**src/rtl/writeback_pkg.sv**
```systemverilog
// Shared types and the load-alignment helper for writeback_unit.
package writeback_pkg;

    localparam int LD_SIZE_W    = 2;
    localparam int LD_RD_MAX_W  = 8;  // widest supported REGW
    localparam int LD_OFF_MAX_W = 3;  // byte offset within a 64-bit word

    typedef enum logic [LD_SIZE_W-1:0] {
        LD_B = 2'd0,
        LD_H = 2'd1,
        LD_W = 2'd2,
        LD_D = 2'd3
    } ld_size_e;

    typedef struct packed {
        logic [LD_RD_MAX_W-1:0]  rd;
        ld_size_e                size;
        logic                    is_unsigned;
        logic [LD_OFF_MAX_W-1:0] offset;
    } ld_entry_t;

    // Works on a 64-bit view; 32-bit callers zero-extend rdata and keep the low half.
    function automatic logic [63:0] ld_align(
        input logic [63:0]             rdata,
        input ld_size_e                size,
        input logic                    is_unsigned,
        input logic [LD_OFF_MAX_W-1:0] offset,
        input logic                    xlen64
    );
        ld_size_e                eff_size;
        logic [LD_OFF_MAX_W-1:0] off;
        logic [63:0]             sh;
        logic [63:0]             res;
        eff_size = (size == LD_D && !xlen64) ? LD_W : size;
        off      = offset;
        if (!xlen64) off[2] = 1'b0;
        case (eff_size)
            LD_H:    off[0]   = 1'b0;
            LD_W:    off[1:0] = 2'b00;
            LD_D:    off      = '0;
            default: ;
        endcase
        sh = rdata >> {off, 3'b000};
        case (eff_size)
            LD_B:    res = {{56{~is_unsigned & sh[7]}},  sh[7:0]};
            LD_H:    res = {{48{~is_unsigned & sh[15]}}, sh[15:0]};
            LD_W:    res = {{32{~is_unsigned & sh[31]}}, sh[31:0]};
            default: res = rdata;
        endcase
        return res;
    endfunction

endpackage

```
**src/rtl/ld_queue.sv**
```systemverilog
// In-order outstanding-load FIFO with per-slot rd/valid taps for the hazard compare.
module ld_queue
    import writeback_pkg::*;
#(
    parameter int DEPTH = 2,
    parameter int REGW  = 6
) (
    input  logic                       i_clk,
    input  logic                       i_rst_n,
    input  logic                       i_push,
    input  ld_entry_t                  i_entry,
    input  logic                       i_pop,
    output ld_entry_t                  o_head,
    output logic [$clog2(DEPTH)-1:0]   o_rd_ptr,
    output logic                       o_full,
    output logic                       o_empty,
    output logic [DEPTH-1:0]           o_valid,
    output logic [DEPTH-1:0][REGW-1:0] o_rd
);
    localparam int PTR_W = $clog2(DEPTH);

    ld_entry_t        mem_q [DEPTH];
    logic [DEPTH-1:0] valid_q;
    logic [DEPTH-1:0] valid_d;
    logic [PTR_W-1:0] wr_ptr_q;
    logic [PTR_W-1:0] rd_ptr_q;
    logic             push_en;
    logic             pop_en;

    assign o_full  = &valid_q;
    assign o_empty = ~|valid_q;
    assign push_en = i_push && !o_full;
    assign pop_en  = i_pop && !o_empty;

    // NOTE: every always_comb target gets a default first so no latch is inferred.
    always_comb begin
        valid_d = valid_q;
        if (pop_en)  valid_d[rd_ptr_q] = 1'b0;
        if (push_en) valid_d[wr_ptr_q] = 1'b1;
    end

    // NOTE: sequential state uses non-blocking assignments so all registers sample pre-edge values.
    always_ff @(posedge i_clk or negedge i_rst_n) begin
        if (!i_rst_n) begin
            valid_q  <= '0;
            wr_ptr_q <= '0;
            rd_ptr_q <= '0;
        end else begin
            valid_q <= valid_d;
            if (push_en) wr_ptr_q <= wr_ptr_q + PTR_W'(1);
            if (pop_en)  rd_ptr_q <= rd_ptr_q + PTR_W'(1);
        end
    end

    // NOTE: payload storage is not reset; valid_q alone decides whether a slot is meaningful.
    always_ff @(posedge i_clk) begin
        if (push_en) mem_q[wr_ptr_q] <= i_entry;
    end

    always_comb begin
        for (int i = 0; i < DEPTH; i++) o_rd[i] = mem_q[i].rd[REGW-1:0];
    end

    assign o_head   = mem_q[rd_ptr_q];
    assign o_rd_ptr = rd_ptr_q;
    assign o_valid  = valid_q;

endmodule

```
**src/rtl/writeback_unit.sv**
```systemverilog
// Writeback stage: merges pipeline results and queued load responses into one registered regfile port.
// Optional macro WRITEBACK_FWD_EN adds forwarding outputs and releases the hazard on the response cycle.
module writeback_unit
    import writeback_pkg::*;
#(
    parameter int XLEN     = 32,
    parameter int REGW     = 6,
    parameter int LQ_DEPTH = 2
) (
    input  logic                       i_clk,
    input  logic                       i_rst_n,
    input  logic                       i_wb_valid,
    input  logic [REGW-1:0]            i_wb_rd,
    input  logic [XLEN-1:0]            i_wb_data,
    output logic                       o_wb_ready,
    input  logic                       i_ld_issue,
    input  logic [REGW-1:0]            i_ld_rd,
    input  logic [LD_SIZE_W-1:0]       i_ld_size,
    input  logic                       i_ld_unsigned,
    input  logic [$clog2(XLEN/8)-1:0]  i_ld_offset,
    output logic                       o_ld_ready,
    input  logic                       i_dmem_rvalid,
    input  logic [XLEN-1:0]            i_dmem_rdata,
    input  logic [REGW-1:0]            i_hz_rs1,
    input  logic [REGW-1:0]            i_hz_rs2,
    output logic                       o_hz_stall,
    output logic                       o_rf_we,
    output logic [REGW-1:0]            o_rf_rd,
    output logic [XLEN-1:0]            o_rf_wdata,
    output logic                       o_err
`ifdef WRITEBACK_FWD_EN
    ,
    output logic                       o_fwd_valid,
    output logic [REGW-1:0]            o_fwd_rd,
    output logic [XLEN-1:0]            o_fwd_data
`endif
);
    localparam int PTR_W = $clog2(LQ_DEPTH);

    ld_entry_t                     issue_entry;
    ld_entry_t                     head;
    logic                          q_full;
    logic                          q_empty;
    logic [PTR_W-1:0]              q_rd_ptr;
    logic [LQ_DEPTH-1:0]           q_valid;
    logic [LQ_DEPTH-1:0][REGW-1:0] q_rd;
    logic [LQ_DEPTH-1:0]           live;
    logic                          push;
    logic                          pop;
    logic [63:0]                   aligned64;
    logic                          win_valid;
    logic                          win_we;
    logic [REGW-1:0]               win_rd;
    logic [XLEN-1:0]               win_data;
    logic                          hz_stall;
    logic                          rf_we_q;
    logic [REGW-1:0]               rf_rd_q;
    logic [XLEN-1:0]               rf_wdata_q;
    logic                          err_q;
    logic                          unused_bits;

    // A pop never frees space for a same-cycle push; issue while full is dropped.
    assign push       = i_ld_issue && !q_full;
    assign pop        = i_dmem_rvalid && !q_empty;
    assign o_ld_ready = !q_full;
    assign o_wb_ready = !i_dmem_rvalid;

    always_comb begin
        issue_entry             = '0;
        issue_entry.rd          = LD_RD_MAX_W'(i_ld_rd);
        issue_entry.size        = ld_size_e'(i_ld_size);
        issue_entry.is_unsigned = i_ld_unsigned;
        issue_entry.offset      = LD_OFF_MAX_W'(i_ld_offset);
    end

    ld_queue #(.DEPTH(LQ_DEPTH), .REGW(REGW)) u_ld_queue (
        .i_clk    (i_clk),
        .i_rst_n  (i_rst_n),
        .i_push   (push),
        .i_entry  (issue_entry),
        .i_pop    (pop),
        .o_head   (head),
        .o_rd_ptr (q_rd_ptr),
        .o_full   (q_full),
        .o_empty  (q_empty),
        .o_valid  (q_valid),
        .o_rd     (q_rd)
    );

    assign aligned64 = ld_align(64'(i_dmem_rdata), head.size, head.is_unsigned, head.offset,
                                XLEN == 64);

    always_comb begin
        win_valid = 1'b0;
        win_rd    = '0;
        win_data  = '0;
        if (pop) begin
            win_valid = 1'b1;
            win_rd    = head.rd[REGW-1:0];
            win_data  = aligned64[XLEN-1:0];
        end else if (i_wb_valid && o_wb_ready) begin
            win_valid = 1'b1;
            win_rd    = i_wb_rd;
            win_data  = i_wb_data;
        end
    end

    assign win_we = win_valid && (win_rd != '0);

    always_ff @(posedge i_clk or negedge i_rst_n) begin
        if (!i_rst_n) begin
            rf_we_q    <= 1'b0;
            rf_rd_q    <= '0;
            rf_wdata_q <= '0;
            err_q      <= 1'b0;
        end else begin
            rf_we_q <= win_we;
            if (win_we) begin
                rf_rd_q    <= win_rd;
                rf_wdata_q <= win_data;
            end
            if (i_dmem_rvalid && q_empty) err_q <= 1'b1;
        end
    end

    // A popping entry still stalls unless its data can be forwarded this cycle.
    always_comb begin
        live = q_valid;
`ifdef WRITEBACK_FWD_EN
        if (pop) live[q_rd_ptr] = 1'b0;
`endif
        hz_stall = 1'b0;
        for (int i = 0; i < LQ_DEPTH; i++) begin
            if (live[i] && ((i_hz_rs1 != '0 && q_rd[i] == i_hz_rs1) ||
                            (i_hz_rs2 != '0 && q_rd[i] == i_hz_rs2)))
                hz_stall = 1'b1;
        end
        if (push && ((i_hz_rs1 != '0 && i_ld_rd == i_hz_rs1) ||
                     (i_hz_rs2 != '0 && i_ld_rd == i_hz_rs2)))
            hz_stall = 1'b1;
    end

    assign o_hz_stall  = hz_stall;
    assign o_rf_we     = rf_we_q;
    assign o_rf_rd     = rf_rd_q;
    assign o_rf_wdata  = rf_wdata_q;
    assign o_err       = err_q;
    assign unused_bits = ^{head.rd, aligned64, q_rd_ptr};

`ifdef WRITEBACK_FWD_EN
    assign o_fwd_valid = win_we;
    assign o_fwd_rd    = win_rd;
    assign o_fwd_data  = win_data;
`endif

endmodule
```
**config.mk**
```make
export PLATFORM = sky130hd
export DESIGN_NAME = writeback_unit
export DESIGN_NICKNAME = d
export VERILOG_FILES = /design/src/rtl/writeback_pkg.sv /design/src/rtl/ld_queue.sv /design/src/rtl/writeback_unit.sv
export SDC_FILE = /design/constraint.sdc
export NUM_CORES = 1
export LEC_CHECK = 0
export ABC_AREA = 1
export CAP_MARGIN = 20
export CORE_MARGIN = 4
export CORE_UTILIZATION = 50
export CTS_CLUSTER_SIZE = 10
export DETAILED_ROUTE_END_ITERATION = 10
export GPL_TIMING_DRIVEN = 0
export PLACE_DENSITY = 0.95
export SYNTH_ARGS = -nofsm -noshare
export SYNTH_HDL_FRONTEND = slang
export SYNTH_SLANG_ARGS = --single-unit
```
**constraint.sdc**
```tcl
create_clock -name i_clk -period 2.8 [get_ports i_clk]
set_input_delay 0.28 -clock i_clk [delete_from_list [all_inputs] [get_ports i_clk]]
set_output_delay 0.28 -clock i_clk [all_outputs]
set_load 0.005 [all_outputs]
```
* Word-level counts from Yosys, hierarchy flattened
Memories as Yosys holds them, arrays and structs flattened. Index checks and enable logic that the tools add are counted.
Word-level totals: register bits 44, memory bits (writable) 22, input port bits 98, output and inout port bits 43, logic and storage cells 84, memories 1
Operators by class: add/sub/neg operators 2, $lt $le $gt $ge 4, equal/unequal tests 10, shift-type cells 1, mux-type cells 21, bitwise gates (word level) 6, reduce and logical (&&, ||, !) cells 32
Memories:
- u_ld_queue.mem_q | depth 2, width 11, rd ports 3, clocked after Yosys merged registers in 0, write ports 1, RTL line ld_queue.sv:22 | ld_entry_t mem_q [DEPTH];
Operators with widths (number):
- $pmux W32 S3 | 1
- $mux W32 | 2
- $eq A6 B6 Y1 | 6
- $shr A32 B5 Y32 | 1
- $logic_and A1 B1 Y1 | 18
- $reduce_bool A6 Y1 | 3
- $mux W6 | 2
- $mux W1 | 11
- $eq A2 B2 Y1 const B | 3
- $mux W2 | 3
- $lt A1 B2 Y1 const B | 2
- $reduce_or A2 Y1 | 2
- $logic_not A1 Y1 | 3
- $logic_or A1 B1 Y1 | 3
- $reduce_or A3 Y1 | 1
- $add A1 B1 Y1 const B | 2
- $and A1 B1 Y1 | 2
- $and A2 B2 Y2 | 1
- $demux W1 S1 | 2
- $eq A2 B1 Y1 const B | 1
- $ge A1 B1 Y1 const B | 2
- $logic_not A2 Y1 | 1
- $not A2 Y2 | 1
- $or A2 B2 Y2 | 1
- 2 further kinds | 2

* Longest topological paths before layout
An unclocked memory read counts as a cell.
word-level depth 10, depth in mapped cells 14, depth with buffers taken out 11

* Hierarchy
A second synthesis with hierarchy kept.
Second synthesis, totals: cell total of the unflattened synthesis 666, area, all modules 4744.6 µm²
Modules (own cells, without submodules):
- writeback_unit | times used 1, cells each 554, area an instance 3387.0 µm², sequential area each 1001.0 µm²
- ld_queue | times used 1, cells each 112, area an instance 1357.6 µm², sequential area each 940.9 µm²

* Worst setup path before layout
No wires, ideal clock.
path type reg2reg, from register u_ld_queue.rd_ptr_q (netlist: u_ld_queue.o_rd_ptr), to register rf_rd_q[4] (netlist: o_rf_rd[4]), setup time 132 ps, arrival 1562 ps, data required time 2668 ps, setup slack 1106 ps, cell stages (with the launch flop) 11, path buffers 3, clock period less this slack 1694 ps, cell sequence dfrtp_1 -> buf_2 -> or2_1 -> o211ai_2 -> nand2_1 -> nor2_1 -> nand3_1 -> buf_4 -> buf_2 -> nor2_1 -> a31oi_1
On the way: word-level cells in the longest chain between the ends 4
RTL lines:
- start, declared | RTL line ld_queue.sv:26 | logic [PTR_W-1:0] rd_ptr_q;
- start signal, assigned | RTL line ld_queue.sv:51 | if (pop_en) rd_ptr_q <= rd_ptr_q + PTR_W'(1);
- $mem_v2 Z2 W11 (*)
- $mux W6 (*) | RTL line writeback_unit.sv:97 | if (pop) begin
- $reduce_bool A6 Y1 | RTL line writeback_unit.sv:108 | assign win_we = win_valid && (win_rd != '0);
- $logic_and A1 B1 Y1 | RTL line writeback_unit.sv:108
- end signal, assigned | RTL line writeback_unit.sv:119 | rf_rd_q <= win_rd;
- end, declared | RTL line writeback_unit.sv:57 | logic [REGW-1:0] rf_rd_q;
Mark *: on every way between the ends. The rest lies on a longest branch, timed or not. A chain may end at the register's enable or synchronous reset.

* Final worst setup path
from input i_hz_rs2[0], to output o_hz_stall
On the way: word-level cells in the longest chain between the ends 7, elaborated cells between the ends (all ways) 16, classes of those cells eq/ne (3); mux (3); reduce/logical (10)
RTL lines:
- start, declared | RTL line writeback_unit.sv:25 | input logic [REGW-1:0] i_hz_rs2,
- $eq A6 B6 Y1 or $reduce_bool A6 Y1 (tied branches) | RTL line writeback_unit.sv:135, writeback_unit.sv:139
- $logic_and A1 B1 Y1 | RTL line writeback_unit.sv:135 | (i_hz_rs2 != '0 && q_rd[i] == i_hz_rs2)))
- $logic_or A1 B1 Y1 | RTL line writeback_unit.sv:134 | if (live[i] && ((i_hz_rs1 != '0 && q_rd[i] == i_hz_rs1) ||
- $logic_and A1 B1 Y1 | RTL line writeback_unit.sv:134
- $mux W1 (2 in a row) | RTL line writeback_unit.sv:134
- $mux W1 (*) | RTL line writeback_unit.sv:138 | if (push && ((i_hz_rs1 != '0 && i_ld_rd == i_hz_rs1) ||
- end, declared | RTL line writeback_unit.sv:26 | output logic o_hz_stall,
Marked as above.

==> run summary <==
The tools report the number of max-slew violations in the final report as 0. In the routed design, unresolved DRC markers number 0. For this configuration, the core starts out at a cell density of 51.64%. The pin slew with the least headroom to its limit is 1.065 ns, and the number of ports placed on the die boundary is 141.

The headroom to the max-slew limit was 28.77%; the count of unique library cells instantiated by Yosys was 33. Setup violations remaining at the end of the flow were counted as 0. The tools report the synthesized instance count as 577. Number of failing hold endpoints at the final stage: 0. The fraction of layout instances using a drive strength above 1 was 9.511%. The number of buffers added on ports works out to 140. Across the run, the number of max-cap violations was 0.

The die covers 0.01007 sq mm. The final route contains 4,589 vias. For the placeable core region, the log shows 0.008258 sq mm. The peak-usage layer in the global routing report is met2. The post-synthesis net count was 675. The run finished with clean final reports. For the worst setup path, the data required time is 2.52 ns. The run gives 0.005657 ns as the clock skew after layout.

The aggregate routed wire length was 14,150 microns; the average footprint of a synthesized cell was 7.390 sq um. The clock-pin slew reported for the worst setup and hold paths after clock tree synthesis works out to 0.08 ns. X dimension of the die: 100.4 microns. Of all nets on the critical path, the largest fanout is 4.

The tree is rooted in a sky130_fd_sc_hd__clkbuf_8. In this run the power density over the cells is 886.8 mW/mm^2. The worst hold-check path type was in -> async.

Dividing the final minimum period by the clock period gives 92.00%. In the global route stage, overall resource usage came out at 28.05%. TritonCTS built the clock tree. At the end of the flow the core is filled with cells to 73.45%.

For the final setup TNS, the log shows 0 ns. The total half-perimeter wirelength after legalization and detailed placement is 11,200 microns. After the first detailed-routing iteration, the DRC count stood at 345. Entering global routing, the biggest net connects 33 pins.

Measured along the y axis, the die boundary spans 100.4 microns. The run gives 9 as the number of clock buffers inserted by TritonCTS. 0 antenna diodes ended up in the layout.

The total overflow left after global routing is 0. The dominant register cell in the synthesized netlist is sky130_fd_sc_hd__dfrtp_1. The fraction of synthesis flops using an asynchronous set or reset pin works out to 66.67%.

In the global route stage, met1 resource usage came out at 36.25%. The logs give 5 for the total iterations of the first detailed-routing run and 0 for the post-cts resize count. The number of register bits inferred by synthesis works out to 66. For this run, global-route usage on met3 was measured as 6.880%. In this run the remaining antenna-violating nets after routing total 0.

For this run, the number of standard cells in the final layout without fillers is 841. The achievable clock frequency is 388.2 MHz, and the number of setup buffers added after CTS is 0. Subtracting the final worst setup slack from the clock period gives 2.576 ns. Setup repair after global routing left no endpoint under its margin. Clock latency on the worst-skew pair, taken at its later pin, is 0.34 ns. The count of flip-flops with a built-in enable after synthesis came out at 22. After floorplanning, the core was divided into 33 placement rows.

After synthesis, flip-flops and latches occupy 41.31% of the total area. The via count of the first global-routing pass is 4,534. The ratio of routed vias to standard cells was 5.457; the tightest hold margin was 0.3677 ns. The weighted congestion reported at the end of routability-driven placement is 0.9506, and the cell leakage power is 2.898 nW. The type of the worst setup path is in -> out.

The yosys synthesis warning count is 0. The tools report the type of destination of the critical path as an output pin. The tools report the cell area after synthesis as 0.004264 sq mm. The initial antenna violation count came out at 0.

The number of buffers between clock root and the deepest sink came out at 2. The top cell types in the final layout, fill and taps aside, are 187 x sky130_fd_sc_hd__nand2_1, 139 x sky130_fd_sc_hd__clkdlybuf4s50_1, 58 x sky130_fd_sc_hd__nor2_1, 48 x sky130_fd_sc_hd__inv_1, 44 x sky130_fd_sc_hd__dfrtp_1. The leading cell type in the layout, fill and taps excluded was sky130_fd_sc_hd__nand2_1. Counting tap cells, the placed design contains a total of 823 instances. Arrival time of the worst setup path: 2.30 ns. The layout-stage area growth over the synthesis result came out at 42.25%. The logs give 829 for the number of nets in the layout and 3 for the H-tree depth. The worst vdd rail ir drop is 0.4724 mV. The run gives 22,350 microns as the first-pass GRT wire length. STA classifies the critical path startpoint as a primary input. In the final routed layout, each cell accounts on average for 16.82 microns. For this run, global-route usage on met2 was measured as 46.53%. The TritonCTS sink count was 66.
-- cell usage after synthesis (all sizes together), types with 2 or more instances --
library cell	number	area [sq um]
nor3	9	50.05
dfrtp	44	1101
inv	53	198.9
clkbuf	5	18.77
nand3	56	350.3
or2	4	25.02
xnor2	2	17.52
nor2	58	217.7
o21ai	16	83.83
xor2	24	210.2
buf	23	155.1
edfxtp	22	660.6
nand4	5	46.29
o21bai	2	15.01
nor4	7	43.79
o22ai	6	37.54
a21oi	26	130.1
a31oi	12	75.07
o211ai	10	85.08
nand2	192	733.2
-- where the power goes --
| group | internal, mW | switching, mW | total [mW] |
|---|---|---|---|
| Clock | 0.560 | 0.396 | 0.956 |
| Sequential | 1.38 | 0.244 | 1.63 |
| Combinational | 1.26 | 1.54 | 2.80 |
| Total | 3.20 | 2.18 | 5.38 |
-- repair_timing --
item | 4_1_cts | 5_1_grt
hold endpoints to repair | 12 | 0
hold buffers | 1 | 0
endpoints found under the setup margin | 0 | 0
-- metal layers --
metal	vias to the layer above	wire (microns)
met4	0	253
li1	2186	-
met1	2143	5705
met2	237	6822
met5	-	0
met3	23	1364
-- path summary, 6_finish.rpt --
check	depth (start not counted)	from	slack, ns	end
worst min-delay path	2	i_rst_n	0.37	o_rf_wdata[6]
worst max register to register	12	u_ld_queue.o_rd_ptr	0.68	o_rf_wdata[19]
worst min register to register	1	o_err	0.49	o_err
max in group asynchronous	3	i_rst_n	1.94	o_rf_wdata[15]
worst max-delay path	11	i_hz_rs2[0]	0.22	o_hz_stall
min in group i_clk	1	o_err	0.49	o_err
-- worst max-delay path, stage by stage --
cell,delay (ns)
sky130_fd_sc_hd__clkdlybuf4s50_1,0.53
sky130_fd_sc_hd__or2_2,0.34
sky130_fd_sc_hd__nor3_1,0.14
sky130_fd_sc_hd__nand3_1,0.11
sky130_fd_sc_hd__inv_1,0.09
sky130_fd_sc_hd__nor3_1,0.06
sky130_fd_sc_hd__nand2_1,0.06
sky130_fd_sc_hd__nand2_1,0.06
sky130_fd_sc_hd__nand2_1,0.07
sky130_fd_sc_hd__nand3_1,0.10
sky130_fd_sc_hd__clkdlybuf4s50_1,0.46
-- sequential cells by signal (all words and copies together) (netlist names) --
register and flops:
o_err 1, o_rf_rd 6, o_rf_wdata 32, o_rf_we 1
u_ld_queue.mem_q 22, u_ld_queue.o_rd_ptr 1, u_ld_queue.o_valid 2, u_ld_queue.wr_ptr_q 1
-- per-stage QoR --
stage               worst slack, ns  instance area, sq um  total power [mW]
floorplan                     1.106                  4264             3.147
global placement             0.2928                  5797             4.290
detailed placement           0.2613                  5812             4.390
CTS                          0.2384                  6058             5.359
global route                 0.1628                  6066             5.730
finish                       0.2239                  6066             5.379
-- kinds of logic (layout without fill, tap and decap cells) --
family | after synthesis | after routing | synth area share (%)
xor+xnor | 26 | 26 | 5.340
buf+inv | 81 | 240 | 8.744
flops | 66 | 66 | 41.31
compound gates | 73 | 73 | 10.21
simple gates | 331 | 331 | 34.39
-- cell type report --
class / count / area, sq um
fillers: 616 / 2192
repair buffers: 143 / 1434
inverters: 53 / 198.9
clock inverters: 5 / 83.83
multi-input cells: 430 / 2130
clock buffers: 11 / 152.6
flip-flops and latches: 66 / 1762
plain buffers: 28 / 173.9
well taps: 105 / 131.4
Power figures use the tool's default switching activity.
